File: src/rtl/mem_stage.sv
// Memory pipeline stage: issues one data-memory access per load/store, stalls
// the pipeline until completion, formats load data and reports exceptions.
//
// Ports:
//   clk, rst               clock, synchronous active-high reset
//   in_mem_read/write      access request from EX/MEM (both high = write)
//   in_reg_write           register write enable from EX/MEM
//   in_mem_to_reg          writeback source select from EX/MEM
//   in_rd                  destination register index
//   in_alu_result          effective byte address or ALU result
//   in_store_data          store source, data right-justified
//   in_funct3              access size/sign (111 illegal)
//   dmem_req/we/addr       memory request, write enable, aligned address
//   dmem_wdata/wstrb       lane-shifted store data and byte strobes
//   dmem_ready/rdata       completion and read doubleword
//   stall                  freezes EX/MEM and MEM/WB registers
//   out_*                  bundle towards the MEM/WB register
//   out_exc/out_exc_code   one-cycle exception pulse (01 misaligned, 10 timeout)

module mem_stage #(
    parameter int BUS_WIDTH   = 64,
    parameter int REGFILE_LEN = 6,
    parameter int TIMEOUT     = 16
) (
    input  logic                   clk,
    input  logic                   rst,
    input  logic                   in_mem_read,
    input  logic                   in_mem_write,
    input  logic                   in_reg_write,
    input  logic                   in_mem_to_reg,
    input  logic [REGFILE_LEN-1:0] in_rd,
    input  logic [BUS_WIDTH-1:0]   in_alu_result,
    input  logic [BUS_WIDTH-1:0]   in_store_data,
    input  logic [2:0]             in_funct3,
    output logic                   dmem_req,
    output logic                   dmem_we,
    output logic [BUS_WIDTH-1:0]   dmem_addr,
    output logic [BUS_WIDTH-1:0]   dmem_wdata,
    output logic [7:0]             dmem_wstrb,
    input  logic                   dmem_ready,
    input  logic [BUS_WIDTH-1:0]   dmem_rdata,
    output logic                   stall,
    output logic                   out_reg_write,
    output logic                   out_mem_to_reg,
    output logic [REGFILE_LEN-1:0] out_rd,
    output logic [BUS_WIDTH-1:0]   out_mem_out,
    output logic [BUS_WIDTH-1:0]   out_write_data,
    output logic                   out_exc,
    output logic [1:0]             out_exc_code
);

    localparam int CW = $clog2(TIMEOUT) + 1;

    typedef enum logic {IDLE, BUSY} state_t;

    state_t               state;
    logic [CW-1:0]        count;
    logic [BUS_WIDTH-1:0] addr_q;
    logic [BUS_WIDTH-1:0] wdata_q;
    logic [7:0]           wstrb_q;
    logic                 we_q;
    logic [2:0]           funct3_q;
    logic [2:0]           lane_q;

    logic                 access;
    logic                 misaligned;
    logic [2:0]           lane;
    logic [BUS_WIDTH-1:0] size_mask;
    logic [7:0]           strb_base;
    logic [BUS_WIDTH-1:0] wdata_n;
    logic [7:0]           wstrb_n;
    logic                 timeout_hit;

    // Extract the addressed element from the doubleword and extend it.
    function automatic logic [63:0] load_fmt(
        input logic [63:0] rd,
        input logic [2:0]  f3,
        input logic [2:0]  ln
    );
        logic [63:0] s;
        s = rd >> {ln, 3'b000};
        case (f3)
            3'b000:  load_fmt = {{56{s[7]}}, s[7:0]};
            3'b001:  load_fmt = {{48{s[15]}}, s[15:0]};
            3'b010:  load_fmt = {{32{s[31]}}, s[31:0]};
            3'b100:  load_fmt = {56'd0, s[7:0]};
            3'b101:  load_fmt = {48'd0, s[15:0]};
            3'b110:  load_fmt = {32'd0, s[31:0]};
            default: load_fmt = s;
        endcase
    endfunction

    assign access      = in_mem_read | in_mem_write;
    assign lane        = in_alu_result[2:0];
    assign timeout_hit = (count == CW'(TIMEOUT - 1));

    // funct3 111 shares the doubleword size code, so it is flagged separately.
    always_comb begin
        misaligned = 1'b0;
        size_mask  = '1;
        strb_base  = 8'hFF;
        case (in_funct3[1:0])
            2'b00: begin
                size_mask = 64'h0000_0000_0000_00FF;
                strb_base = 8'h01;
            end
            2'b01: begin
                misaligned = lane[0];
                size_mask  = 64'h0000_0000_0000_FFFF;
                strb_base  = 8'h03;
            end
            2'b10: begin
                misaligned = |lane[1:0];
                size_mask  = 64'h0000_0000_FFFF_FFFF;
                strb_base  = 8'h0F;
            end
            default: begin
                misaligned = |lane;
            end
        endcase
        if (in_funct3 == 3'b111) begin
            misaligned = 1'b1;
        end
        misaligned = misaligned & access;
        wdata_n    = (in_store_data & size_mask) << {lane, 3'b000};
        wstrb_n    = strb_base << lane;
    end

    always_ff @(posedge clk) begin
        if (rst) begin
            state    <= IDLE;
            count    <= '0;
            addr_q   <= '0;
            wdata_q  <= '0;
            wstrb_q  <= '0;
            we_q     <= 1'b0;
            funct3_q <= '0;
            lane_q   <= '0;
        end else begin
            case (state)
                IDLE: begin
                    if (access && !misaligned) begin
                        state    <= BUSY;
                        count    <= '0;
                        addr_q   <= {in_alu_result[BUS_WIDTH-1:3], 3'b000};
                        wdata_q  <= wdata_n;
                        wstrb_q  <= wstrb_n;
                        we_q     <= in_mem_write;
                        funct3_q <= in_funct3;
                        lane_q   <= lane;
                    end
                end
                BUSY: begin
                    if (dmem_ready || timeout_hit) begin
                        state <= IDLE;
                    end else begin
                        count <= count + 1'b1;
                    end
                end
                default: state <= IDLE;
            endcase
        end
    end

    always_comb begin
        stall          = 1'b0;
        dmem_req       = 1'b0;
        dmem_we        = 1'b0;
        dmem_addr      = addr_q;
        dmem_wdata     = wdata_q;
        dmem_wstrb     = '0;
        out_reg_write  = in_reg_write;
        out_mem_to_reg = in_mem_to_reg;
        out_rd         = in_rd;
        out_mem_out    = '0;
        out_write_data = in_alu_result;
        out_exc        = 1'b0;
        out_exc_code   = 2'b00;
        if (rst) begin
            out_reg_write = 1'b0;
        end else begin
            case (state)
                IDLE: begin
                    if (misaligned) begin
                        out_reg_write = 1'b0;
                        out_exc       = 1'b1;
                        out_exc_code  = 2'b01;
                    end else if (access) begin
                        stall = 1'b1;
                    end
                end
                BUSY: begin
                    dmem_req   = 1'b1;
                    dmem_we    = we_q;
                    dmem_wstrb = wstrb_q;
                    if (dmem_ready) begin
                        if (!we_q) begin
                            out_mem_out = load_fmt(dmem_rdata, funct3_q, lane_q);
                        end
                    end else if (timeout_hit) begin
                        out_reg_write = 1'b0;
                        out_exc       = 1'b1;
                        out_exc_code  = 2'b10;
                    end else begin
                        stall = 1'b1;
                    end
                end
                default: ;
            endcase
        end
    end

endmodule

File: config.mk
export PLATFORM = sky130hd
export DESIGN_NAME = mem_stage
export DESIGN_NICKNAME = d
export VERILOG_FILES = /design/src/rtl/mem_stage.sv
export SDC_FILE = /design/constraint.sdc
export NUM_CORES = 1
export LEC_CHECK = 0
export BUFFER_PORTS_ARGS = -buffer_cell sky130_fd_sc_hd__buf_2
export CORE_AREA = 8 8 182 184
export DETAILED_ROUTE_END_ITERATION = 16
export DIE_AREA = 0 0 190 192
export HOLD_SLACK_MARGIN = 0.05
export SETUP_SLACK_MARGIN = 0.1
export SYNTH_ARGS = -nofsm -noshare
export SYNTH_HDL_FRONTEND = slang
export SYNTH_SLANG_ARGS = --single-unit
File: constraint.sdc
create_clock -name clk -period 2.1 [get_ports clk]
set_clock_uncertainty 0.15 [all_clocks]
set_input_delay 0.21 -clock clk [delete_from_list [all_inputs] [get_ports clk]]
set_output_delay 0.21 -clock clk [all_outputs]
set_load 0.02 [all_outputs]
==> qor.yml, run 1 <==
sta:
  drv_slew: 0
  timing.final.crit_period_ns: 2.68
  setup_violations: 66
  rsz0062_at_grt: "true"
  hold_viol_final: 0
  max_slew.worst_pin.slew_ns: 0.693
  fmax_mhz: 373
  period_share_pct: 128
  timing.hold.ws_ns: 0.0929
  slew_headroom_pct: 53.7
  setup_ws_ns: -0.580
floorplanning:
  core_mm2: 0.0302
  die-area_mm2: 0.0365
  initial_utilization_pct: 32.4
  die-width_um: 190
  die_h_um: 192
  pin_count: 486
  rows: 64
global_routing:
  grt-busiest-layer: "met2"
  met1_usage_pct: 30.1
  antenna_found_initial: 4
  track_usage_pct: 25.0
  use_met2_pct: 41.3
  grt_remaining_overflow: 0
  grt_max_degree: 132
  use_met3_pct: 5.68
  grt_pass1_wl_mm: 71.4
  grt_pass1_vias: 12200
placement:
  gp_congestion: 0.952
  hpwlAfterDp_mm: 36.1
  port_buffers: 468
  pre_cts_slack_ns: -0.224
  dpl_cell_area_mm2: 0.0131
cells_and_area:
  postLayoutCellArea_mm2: 0.0158
  fin_util_pct: 52.2
  fillCellCount: 2828
  seq_area_mm2: 0.00294
  drive_above_1_share_pct: 45.7
  area_growth_pct: 60.9
  multi_input_area_mm2: 0.00651
  final_nets: 2020
clock_tree:
  clkSlewWorstSetupHoldPaths_ns: 0.07
  cts_buffer_depth: 2
  cts_buffers: 17
  clock-sinks: 146
  root_buffer: "clkbuf_16"
  clock_latency_ns: 0.43
  cts_max_level: 4
  cts_tree: "yes"
min_path:
  worstHoldPathType: "input port to register"
yosys:
  yosysTopAreaCell: "dfxtp_1"
  yosys.cell_count.top_type: "nand2_1"
  synth_cell_type_count: 60
  ys_top_cells_by_count: "nand2_1 (259), a21oi_1 (199), dfxtp_1 (146), nor2_1 (86), buf_4 (76)"
  synth.area.top_cells: "dfxtp_1 (30%), a21oi_1 (10%), nand2_1 (9.9%)"
  seq_area_frac_synth_pct: 29.8
  syn_avg_cell_area_um2: 7.57
  synth-edff-count: 0
  syn_inst: 1293
  ys_dominant_reg_cell: "dfxtp_1"
  synth_seq_cells: 146
  yosys_warnings: 0
  synth_area_mm2: 0.00979
  netlist.area_leader.share_pct: 29.8
  async_flop_share_pct: 0
critical_path:
  critical_path_buf_inv_count: 3
  worst_ep_arrival_time_ns: 2.32
  start_kind: "register"
  cp_slowest_cell: "dfxtp_4"
  worstPathMaxFanout: 8
  timing.critical_path.cells: "buf_6 > mux2i_4 > a22oi_2 > o2111ai_2 > a31o_4 > buf_12 > a21oi_4 > buf_6"
  max_stage_delay_ns: 0.39
  cp.required_ns: 1.74
  endpoint_kind: "primary output"
  crit_path_frequent_cell: "buf_6"
  crit_family: "compound AO/OA/AOI/OAI gates"
  crit_type: "register to primary output"
routing:
  drc: 0
  drt-pass1-iter-count: 7
  post_drt_via_cell_ratio: 5.43
  wl_per_cell_um: 22.4
  vias: 12100
  antenna_left: 0
  drtIter0Drc: 1031
  drt-total-wl_mm: 49.7
power_and_ir_drop:
  power_w: 0.00943
  cellLeakagePower_nw: 6.90
  ir_drop_mv: 0.498
  p_per_area_mw_per_mm2: 599
outcome:
  status: "complete, but fails checks"
  violations: "negative setup slack"
run:
  maxCapViolCount: 0
## cell type report
| cell class | instances | share of cell area, % |
|---|---|---|
| clock inverters | 14 | 1.07 |
| diodes | 5 | 0.0794 |
| well taps | 396 | 3.14 |
| repair buffers | 693 | 32.7 |
| inverters | 9 | 0.214 |
| flip-flops and latches | 146 | 18.6 |
| multi-input cells | 943 | 41.3 |
| clock buffers | 18 | 2.79 |
## through the flow
stage | std cells | setup TNS (ns)
after global placement | 2076 | -5.60
after floorplan | 1295 | -0.227
after CTS | 2200 | -31.93
after detailed placement | 2076 | -8.33
after global routing | 2222 | -36.39
final | 2224 | -30.84
## cells by family (layout without fill, tap and decap cells)
group,count (synthesis),count (layout),share of synthesized area [%]
AND/OR/NAND/NOR,448,448,19.6
AO/OA/AOI/OAI,380,380,24.2
buffers and inverters,206,734,12.1
flip-flops,146,146,29.8
multiplexers,109,109,13.9
adder cells (fa/ha/maj),2,2,0.255
other,1,8,0.0383
XOR/XNOR,1,1,0.0894
## cell usage in the layout (no fill, tap or decap), types with 8 or more instances in the layout
master         Yosys  routed
nor2b_1           11       9
buf_12             0      20
nor3_1            15      12
a21oi_2            2      20
o21a_1             8       8
a21oi_4            0      24
a2bb2oi_1         13      12
nand2_1          259     251
buf_2             59     406
inv_1              8       8
dfxtp_1          146     140
o211ai_1           9       9
mux2_2            26      26
or3_1             14       8
o22ai_1           28      28
o21ai_0           27      27
mux2i_1           64      61
a22o_1            16      16
a21o_1             9       9
nand2_2            0       8
a21oi_1          199     157
buf_4             76     114
nor2_4             0      25
buf_6              7      65
clkbuf_16          0      26
nand3_1           14      14
nor4_1             8       8
dlygate4sd3_1      0      71
mux4_2            19      19
a211o_1            8       8
o221ai_1           8       8
and2_1            19      18
nor2_1            86      56
## path summary, 6_finish.rpt
| kind | start | to | slack, ns | cells after the start |
|---|---|---|---|---|
| min | rst | dmem_addr[16] | 0.09 | 3 |
| min reg2reg | wstrb_q[1] | wstrb_q[1] | 0.30 | 2 |
| max reg2reg | state | dmem_wdata[21] | 0.03 | 8 |
| max | lane_q[1] | out_mem_out[32] | -0.58 | 8 |
## what timing repair did
action | 4_1_cts | 5_1_grt
pin swaps | 16 | 32
setup buffers | 17 | 10
endpoints found under the hold margin | 78 | 0
gates cloned | 4 | 11
hold buffers | 71 | 0
setup endpoints to repair | 73 | 169
resized for setup | 125 | 86
## sequential cells by signal, summed over array words and instances (netlist names)
signal,flops
dmem_addr,61
dmem_wdata,64
we_q,1
count,5
state,1
lane_q,3
funct3_q,3
wstrb_q,8
## report_power, final
part,switching (W),internal (W),total (W)
clock network,0.00141,0.00183,0.00324
logic,0.00181,0.00137,0.00318
registers,0.0000928,0.00292,0.00301
total,0.00332,0.00611,0.00943
## worst min-delay path, delay by kind of cell
family                 cells  cell delay [ns]
AOI/OAI and AO/OA          1             0.06
buffers and inverters      2             0.36
## per-layer routing
layer | up-vias | routed length [µm]
li1 | 5543 | -
met1 | 5720 | 19300
met2 | 676 | 23500
met3 | 132 | 4690
met4 | 0 | 2230
met5 | - | 0
Power figures use the tool's default switching activity.
==> run 2, diff against run 1 <==
REMOVE_ABC_BUFFERS = 1   (was not set)
==> run 2 against run 1 <==
Compared with the run above:
- the flow still finishes with violations (negative setup slack)
- via count fell by 0.94%
- sequential share of layout area rose by 0.15 points
- critical path depth did not move
- combinational power barely moved
- global-route usage fell by 0.089 points
- sequential cell count did not move
==> qor.yml, run 2 (synthesized netlist as in run 1, its figures left out) <==
global_routing:
  grt_remaining_overflow: 0  # unchanged
  grt_pass1_wl_mm: 71.3  # was 71.4 mm
  antenna_found_initial: 1  # was 4
  grt_max_degree: 95  # was 132
  grt_pass1_vias: 11900  # was 12200
  track_usage_pct: 24.9  # was 25.0%
floorplanning:
  die-width_um: 190  # unchanged
  initial_utilization_pct: 32.4  # unchanged
  core_mm2: 0.0302  # unchanged
  die_h_um: 192  # unchanged
  die-area_mm2: 0.0365  # unchanged
  rows: 64  # unchanged
  pin_count: 486  # unchanged
critical_path:
  r2r_cells: 7  # was 8
  worstPathMaxFanout: 7  # was 8
  rrSetupSlack_ns: 0.11  # was 0.03 ns
  worst_ep_arrival_time_ns: 2.28  # was 2.32 ns
  critPathCapture: "out_mem_out[58]"  # was out_mem_out[32]
  max_stage_delay_ns: 0.37  # was 0.39 ns
  endpoint_kind: "primary output"  # unchanged
  startpoint: "lane_q[1]"  # unchanged
  cp.required_ns: 1.74  # about the same
  reg2reg_from: "state"  # unchanged
  r2r-end: "dmem_wdata[18]"  # was dmem_wdata[21]
  start_kind: "register"  # unchanged
  timing.critical_path.cells: "buf_8 > mux2i_2 > a22oi_2 > o2111ai_2 > a31o_4 > clkbuf_16 > nor2_2 > buf_6"  # was buf_6 > mux2i_4 > a22oi_2 > o2111ai_2 > a31o_4 > buf_12 > a21oi_4 > buf_6
  cp_slowest_cell: "dfxtp_4"  # unchanged
  crit_type: "register to primary output"  # unchanged
routing:
  wl_met2_mm: 24.2  # was 23.5 mm
  drc: 0  # unchanged
  wl_met1_mm: 19.2  # was 19.3 mm
  dr_wl_met3_mm: 4.49  # was 4.69 mm
  drt-total-wl_mm: 49.1  # was 49.7 mm
  post_drt_via_cell_ratio: 5.37  # was 5.43
  drt-pass1-iter-count: 5  # was 7
  antenna_left: 0  # unchanged
  drtIter0Drc: 921  # was 1031
  maxUsedRoutingLayer: "met5"  # was met4
  vias: 12000  # was 12100
  wl_per_cell_um: 22.1  # was 22.4 µm
sta:
  timing.final.crit_period_ns: 2.64  # was 2.68 ns
  max_slew.worst_pin.slew_ns: 1.10  # was 0.693 ns
  fmax_mhz: 378  # was 373 MHz
  setup_ws_ns: -0.543  # was -0.580 ns
  tns_ns: -29.73  # was -30.84 ns
  hold_viol_final: 0  # unchanged
  slew_headroom_pct: 26.7  # was 53.7%
  drv_slew: 0  # unchanged
  timing.hold.ws_ns: 0.120  # was 0.0929 ns
  setup_violations: 66  # unchanged
  period_share_pct: 126  # was 128%
  rsz0062_at_grt: "true"  # unchanged
clock_tree:
  cts_buffers: 17  # unchanged
  clkSlewWorstSetupHoldPaths_ns: 0.06  # was 0.07 ns
  cts_max_level: 4  # unchanged
  clock-sinks: 146  # unchanged
  cts_tree: "yes"  # unchanged
  cts_buffer_depth: 2  # unchanged
  root_buffer: "clkbuf_16"  # unchanged
  clock_latency_ns: 0.42  # was 0.43 ns
outcome:
  violations: "negative setup slack"  # unchanged
  status: "complete, but fails checks"  # unchanged
cells_and_area:
  final_nets: 2025  # was 2020
  fin_util_pct: 51.8  # was 52.2%
  fin_cells: 2225  # was 2224
  fillCellCount: 2788  # was 2828
  area_growth_pct: 59.6  # was 60.9%
  layout_commonest_cell: "buf_2"  # unchanged
  layout_common_cells: "buf_2 (399), nand2_1 (255), a21oi_1 (161)"  # was buf_2 (406), nand2_1 (251), a21oi_1 (157)
  largest_register_ffs: 64  # unchanged
  drive_above_1_share_pct: 44.6  # was 45.7%
power_and_ir_drop:
  power_w: 0.00924  # was 0.00943 W
  ir_drop_mv: 0.517  # was 0.498 mV
  p_per_area_mw_per_mm2: 591  # was 599 mW/mm²
  cellLeakagePower_nw: 6.91  # was 6.90 nW
placement:
  port_buffers: 468  # unchanged
  dp_cells: 2068  # was 2076
  hpwlAfterDp_mm: 34.9  # was 36.1 mm
  gp_congestion: 0.945  # was 0.952
run:
  maxCapViolCount: 0  # unchanged
min_path:
  worstHoldPathType: "input port to register"  # unchanged
  hp-start: "in_funct3[1]"  # was rst
==> run 2: where the power goes <==
group          total, W  leakage [nW]  switching [W]  internal [W]
Sequential      0.00300          1.19      0.0000861       0.00292
Clock           0.00303         0.279        0.00142       0.00161
Combinational   0.00321          5.44        0.00179       0.00143
Total           0.00924          6.91        0.00329       0.00595
==> run 2: layout make-up <==
| cell class | instances | area, µm² | share of cell area (%) |
|---|---|---|---|
| multi-input combinational | 943 | 6330 | 40.5 |
| clock buffer | 18 | 439 | 2.81 |
| inverter | 9 | 33.8 | 0.216 |
| antenna | 1 | 2.50 | 0.0160 |
| tap | 396 | 495 | 3.17 |
| timing repair buffer | 698 | 5250 | 33.6 |
| clock inverter | 14 | 138 | 0.880 |
| sequential | 146 | 2940 | 18.8 |
==> run 2: through the flow <==
step                setup WS (ns)  area [µm²]
floorplan                   -2.47        8650
global placement           -0.135       12500
detailed placement         -0.234       12500
CTS                        -0.519       14800
global route               -0.635       15600
finish                     -0.543       15600
==> run 2: timing repair <==
action | 4_1_cts | 5_1_grt
cloned | 7 | 9
buffers inserted | 20 | 19
setup endpoints to repair | 85 | 111
gates resized for setup | 194 | 99
pin swaps | 35 | 40
hold buffers | 71 | 0
hold endpoints to repair | 78 | 0
==> run 2: worst min-delay path by stage <==
stage / endpoint / cells after the start
global placement: out_mem_to_reg / 0
floorplan: count[0] / 1
global route: funct3_q[1] / 4
finish: funct3_q[1] / 4
CTS: funct3_q[1] / 4
detailed placement: out_mem_to_reg / 0
==> run 2: worst max-delay path: cells and delay by family, from the launching register on <==
family	cells	cell delay, ns
DFF	1	0.37
AOI/OAI and AO/OA	3	0.76
buffers and inverters	3	0.44
muxes	1	0.16
and+or+nand+nor	1	0.12
==> run 2: routing by layer <==
layer | track usage, % | vias up
met5 | 0 | -
met4 | 8.33 | 2
met3 | 6.52 | 91
met2 | 42.3 | 646
met1 | 30.1 | 5672
li1 | - | 5546
==> run 3, diff against run 2 <==
clock period = 3 ns   (was 2.1 ns; I/O delays follow)
==> run 3 against run 2 <==
Compared with the run above:
- the flow now finishes without violations
- non-clock buffer count is 122 lower
- clock power fell by 26%
- sequential cell count unchanged
- sequential share of layout area is 3.4 points higher
- sequential power fell by 30%
- combinational power fell by 46%
- critical path depth fell by 1
- via count decreased by 5.0%
- routed wire length decreased by 7.5%
- setup slack improved by 0.74 ns
- cell area is 16% lower
- count of clock-buffer cells in the layout unchanged
- critical path type unchanged
- critical endpoint is now out_mem_out[41]
- highest routed layer is now met4
==> qor.yml, run 3 (synthesized netlist as in run 1, its figures left out) <==
floorplanning:
  core_mm2: 0.0302  # unchanged
  die-area_mm2: 0.0365  # unchanged
  rows: 64  # unchanged
  pin_count: 486  # unchanged
  initial_utilization_pct: 32.4  # unchanged
  die-width_um: 190  # unchanged
  die_h_um: 192  # unchanged
clock_tree:
  clock-sinks: 146  # unchanged
  root_buffer: "clkbuf_16"  # unchanged
  clock_latency_ns: 0.41  # was 0.42 ns
  cts_buffers: 17  # unchanged
  cts_tree: "yes"  # unchanged
  clkSlewWorstSetupHoldPaths_ns: 0.07  # was 0.06 ns
  cts_buffer_depth: 2  # unchanged
  cts_max_level: 4  # unchanged
placement:
  gp_congestion: 0.932  # was 0.945
  hpwlAfterDp_mm: 33.5  # was 34.9 mm
  pre_cts_slack_ns: 0.445  # was -0.234 ns
  port_buffers: 468  # unchanged
cells_and_area:
  final_nets: 1903  # was 2025
  layout_common_cells: "buf_2 (466), nand2_1 (259), a21oi_1 (199)"  # was buf_2 (399), nand2_1 (255), a21oi_1 (161)
  layout_commonest_cell: "buf_2"  # unchanged
  largest_register_ffs: 64  # unchanged
  drive_above_1_share_pct: 35.5  # was 44.6%
  area_growth_pct: 34.7  # was 59.6%
routing:
  antenna_left: 0  # unchanged
  drt-total-wl_mm: 45.4  # was 49.1 mm
  post_drt_via_cell_ratio: 5.40  # was 5.37
  vias: 11400  # was 12000
  drt-pass1-iter-count: 5  # unchanged
  drtIter0Drc: 877  # was 921
  drc: 0  # unchanged
  wl_per_cell_um: 21.6  # was 22.1 µm
critical_path:
  endpoint_kind: "primary output"  # unchanged
  startpoint: "lane_q[1]"  # unchanged
  cp_slowest_cell: "dfxtp_4"  # unchanged
  cp.required_ns: 2.55  # was 1.74 ns
  worstPathMaxFanout: 11  # was 7
  r2r_cells: 7  # unchanged
  critPathCapture: "out_mem_out[41]"  # was out_mem_out[58]
  worst_ep_arrival_time_ns: 2.35  # was 2.28 ns
  timing.critical_path.cells: "mux2i_2 > o2bb2ai_1 > o2111ai_2 > a31o_2 > buf_4 > nor2_1 > buf_2"  # was buf_8 > mux2i_2 > a22oi_2 > o2111ai_2 > a31o_4 > clkbuf_16 > nor2_2 > buf_6
  reg2reg_from: "state"  # unchanged
  rrSetupSlack_ns: 0.78  # was 0.11 ns
  max_stage_delay_ns: 0.40  # was 0.37 ns
  crit_type: "register to primary output"  # unchanged
  start_kind: "register"  # unchanged
  r2r-end: "dmem_wdata[19]"  # was dmem_wdata[18]
sta:
  slew_headroom_pct: 33.8  # was 26.7%
  rsz0062_at_grt: "false"  # was true
  setup_violations: 0  # was 66
  timing.hold.ws_ns: 0.0768  # was 0.120 ns
  max_slew.worst_pin.slew_ns: 0.991  # was 1.10 ns
  drv_slew: 0  # unchanged
  setup_ws_ns: 0.198  # was -0.543 ns
  hold_viol_final: 0  # unchanged
  timing.final.crit_period_ns: 2.80
  fmax_mhz: 357
  period_share_pct: 93.4
power_and_ir_drop:
  ir_drop_mv: 0.318  # was 0.517 mV
  cellLeakagePower_nw: 6.00  # was 6.91 nW
  p_per_area_mw_per_mm2: 460  # was 591 mW/mm²
min_path:
  worstHoldPathType: "input port to register"  # unchanged
outcome:
  status: "finished clean"  # was complete, but fails checks
global_routing:
  grt_max_degree: 150  # was 95
  grt_pass1_wl_mm: 67.3  # was 71.3 mm
  grt_pass1_vias: 11300  # was 11900
  track_usage_pct: 23.3  # was 24.9%
  antenna_found_initial: 1  # unchanged
  grt_remaining_overflow: 0  # unchanged
run:
  maxCapViolCount: 0  # unchanged
run 3: metrics by stage:
step / setup TNS (ns) / total power (W) / utilization, % / cells / cell area (µm²)
2_1_floorplan: -273.31 / 0.00298 / - / 1098 / 8650
3_3_place_gp: 0 / 0.00377 / 39.4 / 2004 / 11900
3_5_place_dp: 0 / 0.00378 / 39.4 / 2004 / 11900
4_1_cts: 0 / 0.00612 / 43.6 / 2101 / 13100
5_1_grt: 0 / 0.00635 / 43.7 / 2103 / 13200
6_report: 0 / 0.00607 / 43.7 / 2104 / 13200
run 3: area by class of cell:
class | instances | area [µm²]
Antenna cell | 2 | 5.00
Clock buffer | 18 | 429
Clock inverter | 14 | 175
Fill cell | 3060 | 17000
Inverter | 9 | 33.8
Multi-Input combinational cell | 943 | 5730
Sequential cell | 146 | 2930
Tap cell | 396 | 495
Timing Repair Buffer | 576 | 3390
run 3: how the worst min path moves through the flow:
stage / slack [ns] / startpoint / depth (start not counted) / to
floorplan: 0.22 / rst / 1 / count[0]
global placement: 0.29 / dmem_wdata[58] / 2 / dmem_wdata[58]
detailed placement: 0.29 / dmem_wdata[1] / 2 / dmem_wdata[1]
CTS: 0.05 / in_alu_result[60] / 3 / dmem_addr[60]
global route: 0.08 / in_alu_result[25] / 3 / dmem_addr[25]
finish: 0.08 / in_alu_result[25] / 3 / dmem_addr[25]
run 3: power by group:
| group | total (W) | internal, W | switching (W) |
|---|---|---|---|
| Sequential | 0.00211 | 0.00204 | 0.0000669 |
| Combinational | 0.00172 | 0.000659 | 0.00107 |
| Clock | 0.00224 | 0.00126 | 0.000977 |
| Total | 0.00607 | 0.00396 | 0.00211 |
run 3: what timing repair did:
item                                    in CTS  in global routing
hold buffers                                64                  0
endpoints found under the setup margin      28                 55
gates resized for setup                      3                  6
setup buffers                                1                  1
pin swaps                                    1                  2
hold endpoints to repair                    69                  0
run 3: per-layer routing:
metal | GRT usage [%] | share of wire (%)
met5 | 0 | 0
met4 | 7.16 | 1.8
met3 | 6.55 | 9.1
met2 | 38.6 | 48
met1 | 29.0 | 41
run 3: critical path: cells and delay by family, from the launching register on:
family,cells,cell delay (ns)
compound gates,3,0.86
buf+inv,2,0.37
flops,1,0.40
mux,1,0.19
simple gates,1,0.12
